--- config.mk ---
export PLATFORM = sky130hd
export DESIGN_NAME = serial_subtractor
export DESIGN_NICKNAME = d
export VERILOG_FILES = /design/src/rtl/serial_sub_pkg.sv /design/src/rtl/full_subtractor.sv /design/src/rtl/serial_subtractor.sv
export SDC_FILE = /design/constraint.sdc
export NUM_CORES = 1
export LEC_CHECK = 0
export BUFFER_PORTS_ARGS = -buffer_cell sky130_fd_sc_hd__clkbuf_2
export CORE_UTILIZATION = 51
export CTS_BUF_LIST = sky130_fd_sc_hd__clkbuf_16
export DETAILED_ROUTE_END_ITERATION = 8
export PLACE_DENSITY_LB_ADDON = 0.2
export SLEW_MARGIN = 20
export SYNTH_ARGS = -nofsm -noshare
export SYNTH_HDL_FRONTEND = slang
export SYNTH_SLANG_ARGS = --single-unit
--- constraint.sdc ---
create_clock -name Clk -period 1.7 [get_ports Clk]
set_input_delay 0.34 -clock Clk [delete_from_list [all_inputs] [get_ports Clk]]
set_output_delay 0.34 -clock Clk [all_outputs]
set_load 0.02 [all_outputs]
--- src/rtl/serial_sub_pkg.sv ---
// -----------------------------------------------------------------------------
// serial_sub_pkg
// Shared definitions for the bit-serial subtractor:
//   - state_t : FSM state encoding (ST_IDLE, ST_SHIFT, ST_DONE)
//   - WIDTH_MIN / WIDTH_MAX : legal operand width range used by parameter checks
// -----------------------------------------------------------------------------
package serial_sub_pkg;

    typedef enum logic [1:0] {
        ST_IDLE  = 2'd0,
        ST_SHIFT = 2'd1,
        ST_DONE  = 2'd2
    } state_t;

    localparam int WIDTH_MIN = 2;
    localparam int WIDTH_MAX = 32;

endpackage

--- src/rtl/full_subtractor.sv ---
// -----------------------------------------------------------------------------
// full_subtractor
// One-bit full subtractor built as a structural gate netlist.
//   D    = A ^ B ^ Bin
//   Bout = (~A & B) | (~(A ^ B) & Bin)
// Ports:
//   A    in  1  minuend bit
//   B    in  1  subtrahend bit
//   Bin  in  1  borrow in
//   D    out 1  difference bit
//   Bout out 1  borrow out
// -----------------------------------------------------------------------------
module full_subtractor
    import serial_sub_pkg::*;
(
    input  logic A,
    input  logic B,
    input  logic Bin,
    output logic D,
    output logic Bout
);

    logic x_s;
    logic x_n_s;
    logic a_n_s;
    logic gen_s;
    logic prop_s;

    // Difference path: two cascaded XORs
    xor u_x1 (x_s, A, B);
    xor u_x2 (D, x_s, Bin);

    // Borrow generated locally when A=0, B=1
    not u_n1 (a_n_s, A);
    and u_a1 (gen_s, a_n_s, B);

    // Incoming borrow propagates when A and B are equal
    not u_n2 (x_n_s, x_s);
    and u_a2 (prop_s, x_n_s, Bin);

    or  u_o1 (Bout, gen_s, prop_s);

endmodule

--- src/rtl/serial_subtractor.sv ---
// -----------------------------------------------------------------------------
// serial_subtractor
// Bit-serial WIDTH-bit subtractor computing D = A - B, LSB first, one bit per
// clock through a single full_subtractor cell and a registered borrow.
// Handshake: Start is accepted in IDLE or DONE; Busy is high during SHIFT;
// Done pulses for one cycle when D/Bout carry the new result.
// Optional feature macro: SERIAL_SUB_OVF_EN adds the Ovf (signed overflow)
// output and its register.
// Ports:
//   Clk   in   1      clock, rising edge
//   Rst   in   1      asynchronous active-high reset
//   Start in   1      operation request
//   A     in   WIDTH  minuend, captured on the accepting edge
//   B     in   WIDTH  subtrahend, captured on the accepting edge
//   Busy  out  1      high while bits are processed
//   Done  out  1      one-cycle result-valid pulse
//   D     out  WIDTH  difference modulo 2^WIDTH
//   Bout  out  1      final borrow (A < B unsigned)
//   Ovf   out  1      signed overflow (SERIAL_SUB_OVF_EN only)
// -----------------------------------------------------------------------------
module serial_subtractor
    import serial_sub_pkg::*;
#(
    parameter int WIDTH = 8
) (
    input  logic             Clk,
    input  logic             Rst,
    input  logic             Start,
    input  logic [WIDTH-1:0] A,
    input  logic [WIDTH-1:0] B,
    output logic             Busy,
    output logic             Done,
    output logic [WIDTH-1:0] D,
    output logic             Bout
`ifdef SERIAL_SUB_OVF_EN
    ,
    output logic             Ovf
`endif
);

    localparam int CW = $clog2(WIDTH);
    localparam logic [CW-1:0] CNT_LAST = CW'(WIDTH - 1);
    localparam logic [CW-1:0] CNT_ONE  = CW'(1);

    if ((WIDTH < WIDTH_MIN) || (WIDTH > WIDTH_MAX)) begin : g_bad_width
        $error("serial_subtractor: WIDTH out of legal range");
    end

    state_t           state_q;
    logic [WIDTH-1:0] sa_q;
    logic [WIDTH-1:0] sb_q;
    logic [WIDTH-2:0] res_q;
    logic [CW-1:0]    cnt_q;
    logic             bor_q;
    logic             busy_q;
    logic             done_q;
    logic [WIDTH-1:0] d_q;
    logic             bout_q;
`ifdef SERIAL_SUB_OVF_EN
    logic             ovf_q;
`endif

    logic             diff_s;
    logic             bnext_s;
    logic             last_s;
    logic [WIDTH-1:0] res_full_s;

    full_subtractor u_fs (
        .A    (sa_q[0]),
        .B    (sb_q[0]),
        .Bin  (bor_q),
        .D    (diff_s),
        .Bout (bnext_s)
    );

    // The partial result only needs WIDTH-1 bits: the final diff bit joins
    // them on the edge that publishes D, so no stale LSB is ever kept.
    assign res_full_s = {diff_s, res_q};
    assign last_s     = (cnt_q == CNT_LAST);

    assign Busy = busy_q;
    assign Done = done_q;
    assign D    = d_q;
    assign Bout = bout_q;
`ifdef SERIAL_SUB_OVF_EN
    assign Ovf  = ovf_q;
`endif

    // Control FSM, operand shifters, borrow flop and registered outputs
    always_ff @(posedge Clk or posedge Rst) begin
        if (Rst) begin
            state_q <= ST_IDLE;
            sa_q    <= {WIDTH{1'b0}};
            sb_q    <= {WIDTH{1'b0}};
            res_q   <= {(WIDTH-1){1'b0}};
            cnt_q   <= {CW{1'b0}};
            bor_q   <= 1'b0;
            busy_q  <= 1'b0;
            done_q  <= 1'b0;
            d_q     <= {WIDTH{1'b0}};
            bout_q  <= 1'b0;
`ifdef SERIAL_SUB_OVF_EN
            ovf_q   <= 1'b0;
`endif
        end else begin
            case (state_q)
                ST_IDLE, ST_DONE: begin
                    done_q <= 1'b0;
                    if (Start) begin
                        sa_q    <= A;
                        sb_q    <= B;
                        bor_q   <= 1'b0;
                        cnt_q   <= {CW{1'b0}};
                        busy_q  <= 1'b1;
                        state_q <= ST_SHIFT;
                    end else begin
                        busy_q  <= 1'b0;
                        state_q <= ST_IDLE;
                    end
                end
                ST_SHIFT: begin
                    sa_q  <= {1'b0, sa_q[WIDTH-1:1]};
                    sb_q  <= {1'b0, sb_q[WIDTH-1:1]};
                    res_q <= res_full_s[WIDTH-1:1];
                    bor_q <= bnext_s;
                    cnt_q <= cnt_q + CNT_ONE;
                    if (last_s) begin
                        d_q     <= res_full_s;
                        bout_q  <= bnext_s;
`ifdef SERIAL_SUB_OVF_EN
                        // Borrow into the MSB differs from borrow out of it
                        ovf_q   <= bor_q ^ bnext_s;
`endif
                        busy_q  <= 1'b0;
                        done_q  <= 1'b1;
                        state_q <= ST_DONE;
                    end else begin
                        busy_q  <= 1'b1;
                        state_q <= ST_SHIFT;
                    end
                end
                default: begin
                    busy_q  <= 1'b0;
                    done_q  <= 1'b0;
                    state_q <= ST_IDLE;
                end
            endcase
        end
    end

endmodule

==> results.yml <==
pwr:
  p_sw_share_pct: 35.7
  p_switching_w: 0.00144
  combPwrFrac_pct: 37.8
  ir_drop_mv: 0.959
  seqPwrFrac_pct: 41.2
  p_leak_nw: 1.05
  p_per_area_nw_per_um2: 1970
  p_int_w: 0.00261
  clockPowerShare_pct: 21.0
logic_synthesis:
  synth_cells: 155
  yosysSeqAreaShare_pct: 56.2
  synth_seq_cells: 39
  syn-cell-area_sq_um: 1740
  syn_area_per_cell_sq_um: 11.2
  ys.warnings.count: 0
  synth.distinct_cells: 26
  synth_nets: 177
critical_path:
  crit_chain: "ha_1 > ha_1 > mux2_1 > a22o_1"
  cp_top_family: "adder cells"
  crit_start: "cnt_q[0]"
  r2r-start: "cnt_q[0]"
  cp.required_ns: 1.86
  cp_slowest_cell: "dfrtp_1"
  critPathArrivalTime_ns: 1.64
  critPathLaunchType: "flip-flop"
  worst-path-buf-inv: 0
  timing.critical_path.mode_cell: "ha_1"
  end_kind: "flip-flop"
  path_max_fanout: 3
  cpPeakStageDelay_ns: 0.39
  crit_type: "reg -> reg"
clock_tree:
  clk_path_buf_depth: 2
  cts_buffers: 5
  postCtsResizedCells: 0
  h-tree-depth: 2
  path_clk_slew_ns: 0.05
  cts-root-buf: "clkbuf_16"
  cts_tree: "built"
  cts.sinks: 39
  postCtsSetupBuffers: 0
  clk_latency_ns: 0.28
  cts_hold_buffers: 0
sta:
  maxSlewHeadroom_pct: 64.5
  drv_slew: 0
  hold_viol: 0
  setup_violations: 0
  setup_slack_ns: 0.216
  worstMarginPinSlew_ns: 0.532
  clock_skew_ns: 0.00323
  rsz0062_at_grt: "no"
  finalSetupTns_ns: 0
  fmax_ghz: 0.674
  final.min_clock_period_ns: 1.48
  timing.final.crit_share_pct: 87.3
global_route:
  overflow: 0
  grt_max_degree: 40
  grt_pass1_vias: 1110
  antenna_found_initial: 0
  grt_pass1_wl_mm: 4.99
  track_usage_pct: 19.6
placed_design:
  io_buffers: 29
  gp_congestion: 0.738
  hpwl_mm: 2.08
  placed_cell_area_sq_um: 1920
  pre_cts_ws_ns: 0.209
routing:
  drtIter0Drc: 50
  wirelength_mm: 3.01
  drt-pass1-iter-count: 3
  drtAntennaViolNets: 0
  vias: 1199
  viasPerCell: 5.17
  drc: 0
  wl_per_cell_um: 13.0
layout:
  multiInputGateArea_sq_um: 661
  layout-drive-gt1-share_pct: 26.6
  fin_nets: 209
  seq_area_sq_um: 976
  antenna-diode-count: 0
  stdcell_area_sq_um: 2060
  fillers: 279
  syn_to_final_growth_pct: 18.6
floorplanning:
  io_pins: 30
  fp.dieH_um: 60.4
  die_x_um: 60.4
  dieArea_sq_um: 3650
  rows: 20
  core_sq_um: 3150
  start_util_pct: 55.1
hold_path:
  hold_path_class: "in -> async"
job:
  maxCapViolCount: 0
outcome:
  status: "completed"
worst min-delay path: stages:
cell and delay [ns]:
clkbuf_2 0.08, inv_1 0.04, buf_4 0.41
cell usage after synthesis:
master / instances / share of area, %
nand3b_4: 1 / 1.2
o21ai_1: 4 / 1.2
o22ai_1: 8 / 2.9
nand2b_1: 2 / 0.72
dfrtp_1: 39 / 56
mux2_1: 2 / 1.3
buf_2: 3 / 0.86
mux2i_1: 8 / 4.6
o2bb2ai_1: 1 / 0.50
inv_1: 10 / 2.2
nor2b_1: 7 / 2.5
o21ai_0: 1 / 0.29
buf_4: 1 / 0.43
nor2_1: 3 / 0.65
clkbuf_1: 4 / 0.86
mux2_4: 7 / 6.0
a21oi_1: 14 / 4.0
and2_1: 1 / 0.36
inv_2: 1 / 0.22
ha_1: 2 / 1.4
fa_1: 1 / 1.2
nand3_1: 3 / 0.86
nand2_1: 22 / 4.8
a211oi_1: 6 / 2.6
buf_6: 2 / 1.3
a22o_1: 2 / 1.0
routing by layer:
metal	track usage [%]	share of wire, %	vias up
li1	-	-	591
met1	23.3	46	581
met2	31.6	49	22
met3	7.04	3.1	5
met4	9.97	2.1	0
met5	0	0	-
registers in the layout, indices dropped and copies added (netlist names):
register / cells
bor_q: 1
D: 8
sb_q: 8
cnt_q: 3
Done: 1
state_q: 2
Bout: 1
res_q: 7
sa_q: 8
worst paths after layout:
check | slack, ns | endpoint | depth (start not counted)
max in group asynchronous | 1.21 | sb_q[0] | 3
setup reg to reg | 0.22 | cnt_q[2] | 4
hold reg to reg | 0.49 | bor_q | 1
hold / removal | 0.16 | D[7] | 3
setup / recovery | 0.22 | cnt_q[2] | 4
min in group Clk | 0.33 | sa_q[0] | 3
cells by family (layout without fill, tap and decap cells):
kind of cell	count (synthesis)	in the layout	share of synthesized area [%]
flip-flops	39	39	56.2
multiplexers	17	17	12.0
adder cells (fa/ha/maj)	3	3	2.59
AO/OA/AOI/OAI	36	36	12.5
buffers and inverters	21	54	5.83
AND/OR/NAND/NOR	39	39	11.0
power groups by stage:
stage               clock (W)  combinational [W]  sequential [W]
floorplan                   0            0.00107         0.00176
global placement            0            0.00149         0.00166
detailed placement          0            0.00155         0.00168
CTS                  0.000875            0.00156         0.00167
global route         0.000925            0.00171         0.00173
finish               0.000851            0.00153         0.00167
placed cells by master, fill, tap and decap left out:
cell / n
nand3b_4: 1
mux2_1: 2
clkinv_2: 1
and2_1: 1
a22o_1: 2
dfrtp_1: 39
nand2_1: 22
nor2_1: 3
nand3_1: 3
a211oi_1: 6
o2bb2ai_1: 1
fa_1: 1
o21ai_1: 4
nand2b_1: 2
o22ai_1: 8
a21oi_1: 14
clkbuf_2: 29
nor2b_1: 7
ha_1: 2
o21ai_0: 1
mux2i_1: 8
clkbuf_16: 5
inv_1: 12
buf_4: 6
inv_2: 1
mux2_4: 7
cell type report:
| type | count | share of cell area (%) |
|---|---|---|
| flip-flops and latches | 39 | 47.4 |
| multi-input cells | 95 | 32.1 |
| repair buffers | 35 | 9.23 |
| clock buffers | 5 | 6.07 |
| well taps | 44 | 2.67 |
| inverters | 11 | 2.00 |
| clock inverters | 3 | 0.607 |
through the flow:
step	cells	total power [W]	hold slack (ns)	utilization, %
6_report	232	0.00405	0.158	65.4
5_1_grt	232	0.00437	0.202	65.4
4_1_cts	232	0.00410	0.178	65.4
3_5_place_dp	224	0.00324	0.471	61.0
3_3_place_gp	224	0.00315	0.459	61.0
2_1_floorplan	155	0.00283	0.446	-
Power figures use the tool's default switching activity.
